**src/rtl/axistream_arbiter.sv**
```systemverilog
// Packet-level round-robin arbiter that merges NUM_SRC AXI-Stream sources onto one master stream.
// Optional macro AXISTREAM_ARBITER_TID_EN adds an m_tid output that carries the granted source index.
//
// state     | meaning
// ----------|------------------------------------------------------------
// ST_IDLE   | no grant; outputs quiet; winner chosen from the current requests
// ST_LOCKED | one source granted; beats pass through until its TLAST handshake
module axistream_arbiter #(
  parameter int NUM_SRC = 4,
  parameter int DATA_W  = 32
) (
  input  logic                      aclk,
  input  logic                      aresetn,
  input  logic [NUM_SRC-1:0]        s_tvalid,
  output logic [NUM_SRC-1:0]        s_tready,
  input  logic [NUM_SRC*DATA_W-1:0] s_tdata,
  input  logic [NUM_SRC-1:0]        s_tlast,
  output logic                      m_tvalid,
  input  logic                      m_tready,
  output logic [DATA_W-1:0]         m_tdata,
  output logic                      m_tlast
`ifdef AXISTREAM_ARBITER_TID_EN
  ,
  output logic [$clog2(NUM_SRC)-1:0] m_tid
`endif
);

  localparam int GW = $clog2(NUM_SRC);

  localparam logic [0:0] ST_IDLE   = 1'b0;
  localparam logic [0:0] ST_LOCKED = 1'b1;

  logic [0:0]        state;
  logic [GW-1:0]     grant;
  logic [GW-1:0]     last_grant;
  logic [GW-1:0]     winner;
  logic              locked;

  logic [DATA_W-1:0]    src_data [NUM_SRC];
  logic [2*NUM_SRC-1:0] req_dbl;
  logic [NUM_SRC-1:0]   req_rot;
  logic [GW:0]          start;
  logic [GW:0]          off;
  logic [GW:0]          sum;

  for (genvar i = 0; i < NUM_SRC; i++) begin : g_unpack
    assign src_data[i] = s_tdata[i*DATA_W +: DATA_W];
  end

  // Rotate the requests so the search origin (last_grant+1) lands at bit 0,
  // take the lowest set bit, then rotate the offset back into a source index.
  always_comb begin
    start   = {1'b0, last_grant} + (GW+1)'(1);
    req_dbl = {s_tvalid, s_tvalid} >> start;
    req_rot = req_dbl[NUM_SRC-1:0];
    off     = '0;
    for (int k = NUM_SRC-1; k >= 0; k--) begin
      if (req_rot[k]) off = (GW+1)'(k);
    end
    sum = start + off;
    if (sum >= (GW+1)'(NUM_SRC)) sum = sum - (GW+1)'(NUM_SRC);
    winner = sum[GW-1:0];
  end

  always_ff @(posedge aclk or negedge aresetn) begin
    if (!aresetn) begin
      state      <= ST_IDLE;
      grant      <= '0;
      last_grant <= GW'(NUM_SRC-1);
    end else begin
      case (state)
        ST_IDLE: begin
          if (|s_tvalid) begin
            state      <= ST_LOCKED;
            grant      <= winner;
            last_grant <= winner;
          end
        end
        ST_LOCKED: begin
          if (m_tvalid && m_tready && m_tlast) state <= ST_IDLE;
        end
        default: state <= ST_IDLE;
      endcase
    end
  end

  assign locked = (state == ST_LOCKED);

  always_comb begin
    s_tready = '0;
    m_tvalid = 1'b0;
    m_tdata  = '0;
    m_tlast  = 1'b0;
    if (locked) begin
      m_tvalid        = s_tvalid[grant];
      m_tdata         = src_data[grant];
      m_tlast         = s_tlast[grant];
      s_tready[grant] = m_tready;
    end
  end

`ifdef AXISTREAM_ARBITER_TID_EN
  assign m_tid = locked ? grant : '0;
`endif

endmodule

```
**config.mk**
```make
export PLATFORM = sky130hd
export DESIGN_NAME = axistream_arbiter
export DESIGN_NICKNAME = d
export VERILOG_FILES = /design/src/rtl/axistream_arbiter.sv
export SDC_FILE = /design/constraint.sdc
export NUM_CORES = 1
export LEC_CHECK = 0
export ABC_AREA = 1
export CAP_MARGIN = 15
export CELL_PAD_IN_SITES_DETAIL_PLACEMENT = 1
export CELL_PAD_IN_SITES_GLOBAL_PLACEMENT = 1
export CORE_MARGIN = 2
export CORE_UTILIZATION = 14
export DETAILED_ROUTE_END_ITERATION = 7
export PLACE_DENSITY = 0.81
export SLEW_MARGIN = 5
export SYNTH_ARGS = -nofsm -noshare
export SYNTH_HDL_FRONTEND = slang
export SYNTH_SLANG_ARGS = --single-unit
```
**constraint.sdc**
```tcl
create_clock -name aclk -period 2 [get_ports aclk]
set_clock_uncertainty 0.1 [all_clocks]
set_input_delay 0.3 -clock aclk [delete_from_list [all_inputs] [get_ports aclk]]
set_output_delay 0.3 -clock aclk [all_outputs]
set_load 0.01 [all_outputs]
```
==> metrics.txt, run 1 <==
share of the synthesized area in compound gates (AO/OA/AOI/OAI) 36.96%; final standard cell utilization of the core 37.29%; gr usage total 15.83%; Avg WL per Cell 17.23 µm; sequential element share of the synthesized area 9.742%; maximum VDD drop 0.0005248 V; clock tree sinks 5; Initial Util 14.31%; overall die area 0.01015 mm²; Critical Path Fanout Max 6; fill cell instance count of the final layout 1130; post-layout net count 565; syn nets 368; Hold Path Class in2async; count of distinct cell types in the synthesized netlist 24; top achievable clock speed 490.8 MHz; max cap viols 0; failing checks setup timing; global route overflow 0; number of placement rows 35; drt first-iter violations 39; total chip power 4.250 mW; Setup crit end kind output pin; number of DRC violations after detailed routing 0; share of final-layout standard cells stronger than drive strength 1 22.64%; Root Driver sky130_fd_sc_hd__clkbuf_8; worst skew pair latency 0.23 ns; run status finished, violations left; Yosys warning total 0; total number of vias 2469; pin count of the biggest net entering global routing 22; diode count 0; number of I/O pins 177; required time at the worst-slack endpoint 1.60 ns; cell area after synthesis 0.001310 mm²; Die Y 100.7 µm; arrival time at the worst endpoint 1.64 ns; number of global-route vias before repair 2547; HPWL after DPL 7.100 mm; worst-case setup margin in the final layout -0.03759 ns; CTS Buf Count 3; Final min period 2.038 ns; setup repair after global routing missed its margin yes; core region area 0.009153 mm²; share of synthesized cell area in and, or, nand and nor gates 38.59%; Area Overhead vs Synth 160.6%; number of register bits inferred by synthesis 5; via-per-instance ratio 4.615; RD Place Congestion 0.7978; Reg clk slew, reported paths 0.04 ns; CTS Buffer Depth 2; class of the most critical setup path reg2out; total power divided by cell area 1245 mW/mm²; total of buffers placed on input and output ports 176; setup violation total in the final timing report 4; number of antenna violations at the first check in global routing 0; adder-cell share of the synthesized area 0.9551%; wire length of the first global-routing pass 12.69 mm; xor-xnor portion of the synthesized cell area 0.6686%; LEAKAGE 1.407 nW; Max Slew Vio Count 0; fraction of synthesized area in multiplexers 0%; portion of the clock cycle consumed by the worst path in the final layout 101.9%; startpoint types flip-flop; normalized max-slew margin 83.18%; dominant combinational cell family by area after synthesis simple AND/OR/NAND/NOR gates; number of cells produced by synthesis 228; endpoints failing hold 0; mean post-synth cell area 5.746 µm²; wirelength, routed 9.217 mm; H-tree levels 1; clock tree from TritonCTS built; dpl ws -0.1637 ns; actual transition at the worst max-transition pin 0.2523 ns; final-layout setup total negative slack -0.05716 ns; first-pass iteration count of the detailed router 4; number of nets with antenna violations after routing 0; Horiz. Die Dim 100.7 µm
[worst paths after layout]
kind | slack, ns | depth (start not counted) | to | startpoint
max in group asynchronous | 1.35 | 1 | last_grant[1]$_DFFE_PN1P_ | aresetn
min in group aclk | 0.44 | 2 | last_grant[1]$_DFFE_PN1P_ | last_grant[1]$_DFFE_PN1P_
worst min-delay path | 0.19 | 1 | locked$_DFF_PN0_ | aresetn
worst max-delay path | -0.04 | 7 | m_tdata[12] | grant[0]$_DFFE_PN0P_
worst max register to register | 0.06 | 13 | grant[1]$_DFFE_PN0P_ | last_grant[0]$_DFFE_PN1P_
worst min register to register | 0.44 | 2 | last_grant[1]$_DFFE_PN1P_ | last_grant[1]$_DFFE_PN1P_
[registers in the layout, summed over array words and instances (netlist names)]
| register | cells |
|---|---|
| grant | 2 |
| locked | 1 |
| last_grant | 2 |
[cell usage after synthesis (all sizes together)]
library cell | instances | area [µm²]
nor2 | 9 | 48.80
dfstp | 2 | 52.55
nor3 | 2 | 10.01
nand2 | 101 | 379.1
buf | 12 | 97.59
dfrtp | 3 | 75.07
a31oi | 33 | 206.5
nand3 | 11 | 55.05
xor2 | 1 | 8.760
inv | 10 | 37.54
o21ai | 2 | 10.01
a22oi | 33 | 267.8
nand4 | 1 | 6.260
ha | 1 | 12.51
or2 | 1 | 6.260
clkbuf | 5 | 32.53
clkinv | 1 | 3.750
[layout by cell type, fill, tap and decap left out]
cell type                         count
sky130_fd_sc_hd__a22oi_1             24
sky130_fd_sc_hd__nand4_1              1
sky130_fd_sc_hd__buf_4               16
sky130_fd_sc_hd__nand2_1             97
sky130_fd_sc_hd__nand3_2              1
sky130_fd_sc_hd__dfrtp_1              2
sky130_fd_sc_hd__clkbuf_1             1
sky130_fd_sc_hd__clkdlybuf4s50_1    138
sky130_fd_sc_hd__dfrtp_2              1
sky130_fd_sc_hd__xor2_2               1
sky130_fd_sc_hd__o21ai_0              2
sky130_fd_sc_hd__buf_2               29
sky130_fd_sc_hd__inv_4                2
sky130_fd_sc_hd__nand3_1             10
sky130_fd_sc_hd__a31oi_1             33
sky130_fd_sc_hd__clkbuf_2             4
sky130_fd_sc_hd__buf_8                2
sky130_fd_sc_hd__nor2_1               7
sky130_fd_sc_hd__clkinv_1             1
sky130_fd_sc_hd__nor3_1               2
sky130_fd_sc_hd__clkbuf_16            2
sky130_fd_sc_hd__or2_2                1
sky130_fd_sc_hd__a22oi_2              9
sky130_fd_sc_hd__buf_6                7
sky130_fd_sc_hd__ha_2                 1
sky130_fd_sc_hd__nor2_4               2
sky130_fd_sc_hd__dlymetal6s2s_1       1
sky130_fd_sc_hd__dfstp_2              2
sky130_fd_sc_hd__nand2_2              4
sky130_fd_sc_hd__inv_2                3
sky130_fd_sc_hd__dlygate4sd2_1        4
sky130_fd_sc_hd__buf_12               6
sky130_fd_sc_hd__clkbuf_8             3
sky130_fd_sc_hd__inv_1                5
[report_power, final]
part           switching [mW]  internal (mW)  total, mW  leakage (nW)
combinational            1.93           1.87       3.80          1.33
clock                  0.0608          0.138      0.199        0.0228
sequential             0.0852          0.165      0.250        0.0538
[worst max-delay path, stage by stage, from the launching register on]
cell                      delay, ns
sky130_fd_sc_hd__dfrtp_1       0.39
sky130_fd_sc_hd__buf_6         0.14
sky130_fd_sc_hd__nor2_4        0.14
sky130_fd_sc_hd__buf_6         0.15
sky130_fd_sc_hd__buf_12        0.13
sky130_fd_sc_hd__a22oi_2       0.07
sky130_fd_sc_hd__a31oi_1       0.21
sky130_fd_sc_hd__buf_2         0.17
[per-layer routing]
metal	vias up	track usage, %	share of wire, %
li1	1200	-	-
met1	1164	18.37	40
met2	93	30.31	54
met3	12	1.734	4.9
met4	0	4.320	1.7
met5	-	0	0
[cell type report]
| type | instances | area [µm²] | area share [%] |
|---|---|---|---|
| clock buffer | 4 | 45.04 | 1.320 |
| inverter | 11 | 46.29 | 1.356 |
| multi-input combinational | 195 | 1061 | 31.09 |
| sequential | 5 | 128.9 | 3.776 |
| tap | 111 | 138.9 | 4.069 |
| timing repair buffer | 209 | 1993 | 58.39 |
[timing repair]
action | CTS | global route
gates cloned | 0 | 3
setup endpoints to repair | 38 | 35
endpoints found under the hold margin | 0 | 0
resized for setup | 120 | 45
pin swaps | 0 | 10
hold buffers | 0 | 0
buffers inserted | 4 | 6
[cell families after synthesis]
| group | after synthesis |
|---|---|
| xor gates and xnor gates | 1 |
| DFF | 5 |
| and+or+nand+nor | 125 |
| adders and majority gates | 1 |
| AOI/OAI and AO/OA | 68 |
| buffers and inverters | 28 |
[through the flow]
stage | instances | hold WS (ns) | area (µm²)
finish | 535 | 0.1930 | 3413
global route | 535 | 0.2055 | 3413
CTS | 526 | 0.1986 | 3309
detailed placement | 518 | 0.4202 | 3306
global placement | 518 | 0.4152 | 3306
floorplan | 228 | -0.09559 | 1310
(Power assumes the default switching activity.)
==> run 2: changes to the inputs <==
--- a/config.mk
+++ b/config.mk
@@ -12,6 +12,7 @@
 export CORE_MARGIN = 2
 export CORE_UTILIZATION = 14
 export DETAILED_ROUTE_END_ITERATION = 7
+export HOLD_SLACK_MARGIN = 0.08
 export PLACE_DENSITY = 0.81
 export SLEW_MARGIN = 5
 export SYNTH_ARGS = -nofsm -noshare
==> results of run 2 <==
Final layout, timing and power as in run 1 (identical DEF).
==> run 3: changes to the inputs <==
--- a/config.mk
+++ b/config.mk
@@ -14,7 +14,6 @@
 export DETAILED_ROUTE_END_ITERATION = 7
 export HOLD_SLACK_MARGIN = 0.08
 export PLACE_DENSITY = 0.81
-export SLEW_MARGIN = 5
 export SYNTH_ARGS = -nofsm -noshare
 export SYNTH_HDL_FRONTEND = slang
 export SYNTH_SLANG_ARGS = --single-unit
==> results of run 3 <==
Final layout, timing and power as in run 1 (identical DEF).
==> patch 1, RTL diff (flow settings as in run 2) <==
Add a define of `AXISTREAM_ARBITER_TID_EN`.
--- a/src/rtl/axistream_arbiter.sv
+++ b/src/rtl/axistream_arbiter.sv
@@ -6,4 +6,6 @@
 // ST_IDLE   | no grant; outputs quiet; winner chosen from the current requests
 // ST_LOCKED | one source granted; beats pass through until its TLAST handshake
+`define AXISTREAM_ARBITER_TID_EN
+
 module axistream_arbiter #(
   parameter int NUM_SRC = 4,
Formal check against the unedited RTL (old outputs only; new: m_tid): equivalent (equiv_simple and equiv_induct, registers matched by name and starting in step).
==> patch 1 against run 2 <==
The run still ends with negative setup slack left; power rose by 4.4%; sequential cell count did not move; cell area rose by 0.40%; non-clock buffer count did not move; wire length fell by 1.8%; setup slack improved by 0.024 ns; critical path type unchanged; synthesized area fell by 4.5%; largest power group unchanged; sequential share of layout area barely moved.
==> patch 1: results (changes against run 2) <==
### STA
* **setup slack of the critical path after layout** -0.0133 ns, +0.0243 ns
* **transition time of the tightest slew-check pin** 0.276 ns, +0.0234 ns
* **final setup fails** 1, -3

### Setup path
* **cell type of the slowest stage on the worst timing path** sky130_fd_sc_hd__dfrtp_2
* **reg-to-reg endpoint** grant[0]
* **maximum fanout along the worst path** 8, +2
* **depth of the worst register-to-register path** 10, -3
* **timing endpoint of the critical path** m_tlast
* **Worst path max stage delay** 0.44 ns, +0.05 ns
* **CP arrival** 1.61 ns, -0.03 ns
* **Setup crit start** grant[1]

### Synthesis
* **largest cells by area after synthesis** sky130_fd_sc_hd__a22oi_1 39%, sky130_fd_sc_hd__a21oi_1 13%, sky130_fd_sc_hd__nand2_1 11%, sky130_fd_sc_hd__dfrtp_1 6.0%, sky130_fd_sc_hd__nand3_1 4.4%
* **count of cell types in the netlist** 22, -8.3%
* **most common library cells after synthesis** 65 x sky130_fd_sc_hd__a22oi_1, 36 x sky130_fd_sc_hd__nand2_1, 33 x sky130_fd_sc_hd__a21oi_1
* **portion of the post-synthesis area used by sequential elements** 10.2%, +0.46 points
* **post-synth net total** 341, -7.3%

### Outcome
* **violations in the final reports** negative setup slack
* **run status** complete, but fails checks

### Global route
* **via count of the first global-routing pass** 2673, +4.9%
* **largest net degree at the start of global routing** 35, +59%
* **first-pass GRT wire length** 13.3 mm, +4.8%
* **total global-route track usage** 16.9%, +1.1 points

### Power
* **Worst VDD drop** 629 uV, +20%

### Final layout
* **Filler Cell Count** 1080, -4.4%
* **number of nets in the layout** 538, -4.8%
* **share of post-route cells with drive strength above 1** 26.7%, +4.1 points

### Routing
* **number of iterations in the first detailed-routing pass** 6, +2
* **vias per inst** 4.79, +3.9%
* **total routed wirelength** 9.06 mm, -1.8%
* **violation count after the first detailed-routing iteration** 41, +5.1%

### CTS
* **CTS buffer count** 3, unchanged

### Placement
* **total cell area at the placement stage** 3300 um2, -0.15%
* **number of port buffers** 178, +1.1%
* **Placer Congestion** 0.825, +3.4%
* **post-DP HPWL** 6.59 mm, -7.2%

### Worst hold path
* **type of the most critical hold path** input port to asynchronous set/reset pin

[patch 1: timing repair]
item | CTS | global route
gates cloned | 1 | 1
pin swaps | 5 | 11
gates resized for setup | 83 | 82
endpoints found under the setup margin | 40 | 38
setup buffers | 6 | 5
[patch 1: area by class of cell]
cell class	count	area share, %
inverter	14	1.68
sequential	5	3.80
tap	108	3.94
clock buffer	4	1.31
timing repair buffer	209	58.1
multi-input combinational	165	31.2
[patch 1: cells by family (layout without fill, tap and decap cells)]
| group | Yosys count | in the layout | synth area share (%) |
|---|---|---|---|
| flip-flops | 5 | 5 | 10.2 |
| buffers and inverters | 31 | 227 | 13.0 |
| adder cells (fa/ha/maj) | 1 | 1 | 1.00 |
| XOR/XNOR | 1 | 1 | 0.700 |
| AND/OR/NAND/NOR | 62 | 62 | 21.4 |
| AO/OA/AOI/OAI | 101 | 101 | 53.7 |
[patch 1: layer usage]
metal	track usage [%]	vias up	wire length, um
met5	0	-	0
met4	2.42	0	66
met3	2.84	8	505
met2	34.4	98	5190
met1	18.4	1167	3290
li1	-	1148	-
[patch 1: metrics by stage]
step	instances	setup TNS, ns	hold WS, ns	setup slack [ns]	util [%]
5_1_grt	505	-0.188	0.236	-0.0871	39.5
4_1_cts	500	-0.0113	0.218	-0.00588	38.7
2_1_floorplan	201	0	-0.0956	0.237	-
6_report	505	-0.0133	0.213	-0.0133	39.5
3_5_place_dp	489	-3.94	0.441	-0.211	38.0
3_3_place_gp	489	-2.53	0.409	-0.130	38.0
[patch 1: power by group]
| group | internal (mW) | switching (mW) |
|---|---|---|
| Clock | 0.137 | 0.0544 |
| Combinational | 1.95 | 2.05 |
| Sequential | 0.168 | 0.0789 |
| Total | 2.25 | 2.19 |
==> patch 2, RTL diff (flow settings as in run 2) <==
Made on the original files. Make the reset (`aresetn`) synchronous in one clocked block.
--- a/src/rtl/axistream_arbiter.sv
+++ b/src/rtl/axistream_arbiter.sv
@@ -63,5 +63,5 @@
   end
 
-  always_ff @(posedge aclk or negedge aresetn) begin
+  always_ff @(posedge aclk) begin
     if (!aresetn) begin
       state      <= ST_IDLE;
Function: differs if aresetn is asserted again (counterexample within 4 cycles, from zero or initial values and one cycle with aresetn low); with aresetn held inactive, the same outputs for 10 cycles.
==> patch 2 against run 2 <==
Wire length is 4.9% lower; setup slack better by 0.067 ns; sequential share of layout area shrank 0.61 points; synthesized area fell by 5.8%; hold slack better by 0.25 ns; cell area rose by 1.8%; non-clock buffer count shrank 10; critical path type unchanged; global-route usage rose by 0.65 points; sequential cell count stayed put; first-iteration DRC count up 10%; count of clock-buffer cells in the layout is the same; largest cell class unchanged; core utilization is 2.9 points higher.
Power is not compared: it rests on default switching activity, and its combinational part moved more than twofold at a synthesized area within 25%.
==> patch 2: results (changes against run 2) <==
### Final layout
* **Non-clk bufs** 199, -4.8%
* **Filler Cell Count** 1063, -5.9%
* **count of multi-input combinational gates** 193, -1.0%
* **share of post-route cells with drive strength above 1** 21.0%, -1.6 points
* **non-clock inverter count** 13, +2
* **number of nets in the layout** 555, -1.8%
* **relative area of clock buffers and inverters in the final design** 1.30%, -0.023 points
* **multi-input combinational area share** 33.2%, +2.2 points
* **buffering overhead** 56.8%, -1.6 points

### Setup path
* **reg2reg start** last_grant[0]
* **R2R Setup Slk** 0.22 ns, +0.16 ns
* **maximum fanout along the worst path** 19, +13
* **depth of the worst register-to-register path** 14, +1
* **CP arrival** 1.57 ns, -0.07 ns
* **Setup crit start** grant[1]
* **cell type of the slowest stage on the worst timing path** sky130_fd_sc_hd__dfxtp_4
* **timing endpoint of the critical path** m_tdata[10]
* **reg-to-reg endpoint** grant[1]

### Placement
* **Placer Congestion** 0.860, +7.8%
* **post-DP HPWL** 6.91 mm, -2.7%
* **cell count after placement** 511, -1.4%
* **total cell area at the placement stage** 3240 um2, -2.0%

### Synthesis
* **portion of the post-synthesis area used by sequential elements** 8.11%, -1.6 points
* **area share of fa/ha/maj cells after synthesis** 1.01%, +0.059 points
* **count of cell types in the netlist** 25, +4.2%
* **largest cells by area after synthesis** sky130_fd_sc_hd__nand2_1 30%, sky130_fd_sc_hd__a22oi_1 19%, sky130_fd_sc_hd__a31oi_1 17%, sky130_fd_sc_hd__dfxtp_1 8.1%, sky130_fd_sc_hd__buf_2 4.9%
* **asr flop ratio synth** 0%, -100 points
* **prevailing post-synth register cell** sky130_fd_sc_hd__dfxtp_1
* **most common library cells after synthesis** 100 x sky130_fd_sc_hd__nand2_1, 33 x sky130_fd_sc_hd__a31oi_1, 32 x sky130_fd_sc_hd__a22oi_1

### Worst hold path
* **type of the most critical hold path** flip-flop to flip-flop

### STA
* **Min Hold Slack** 0.441 ns, +0.248 ns

### Outcome
* **run status** finished clean

### Global route
* **total global-route track usage** 16.5%, +0.65 points
* **via count of the first global-routing pass** 2721, +6.8%
* **largest net degree at the start of global routing** 24, +9.1%
* **first-pass GRT wire length** 13.0 mm, +2.8%

### CTS
* **number of gates resized after cts** 99, -18%

### Die
* **Placement Rows** 34, -2.9%

### Routing
* **total routed wirelength** 8.76 mm, -4.9%
* **wire per inst** 16.8 um, -2.6%
* **violation count after the first detailed-routing iteration** 43, +10%

### Power
* **clock power share** 10.4%

==> patch 2: cell types whose count changed in the layout (fill, tap and decap cells not counted), moves of 5 or more <==
cell                              delta
sky130_fd_sc_hd__buf_4               -6
sky130_fd_sc_hd__a22oi_2             -8
sky130_fd_sc_hd__nand2_4            +12
sky130_fd_sc_hd__a22oi_1             +7
sky130_fd_sc_hd__nor2_1              -5
sky130_fd_sc_hd__nand2_1            -14
sky130_fd_sc_hd__clkdlybuf4s15_1     +5
sky130_fd_sc_hd__buf_2              -13
==> patch 2: layer usage <==
layer	global-route usage [%]	routed length (um)	up-vias
li1	-	-	1182
met3	3.79	634	20
met4	4.06	223	0
met5	0	0	-
met2	31.2	4590	125
met1	18.4	3320	1136
==> patch 2: metrics by stage <==
step | power (mW) | util (%)
final | 1.83 | 40.2
after global routing | 1.97 | 40.2
after CTS | 1.70 | 37.5
after detailed placement | 1.56 | 37.5
after global placement | 1.54 | 37.5
after floorplan | 0.757 | -
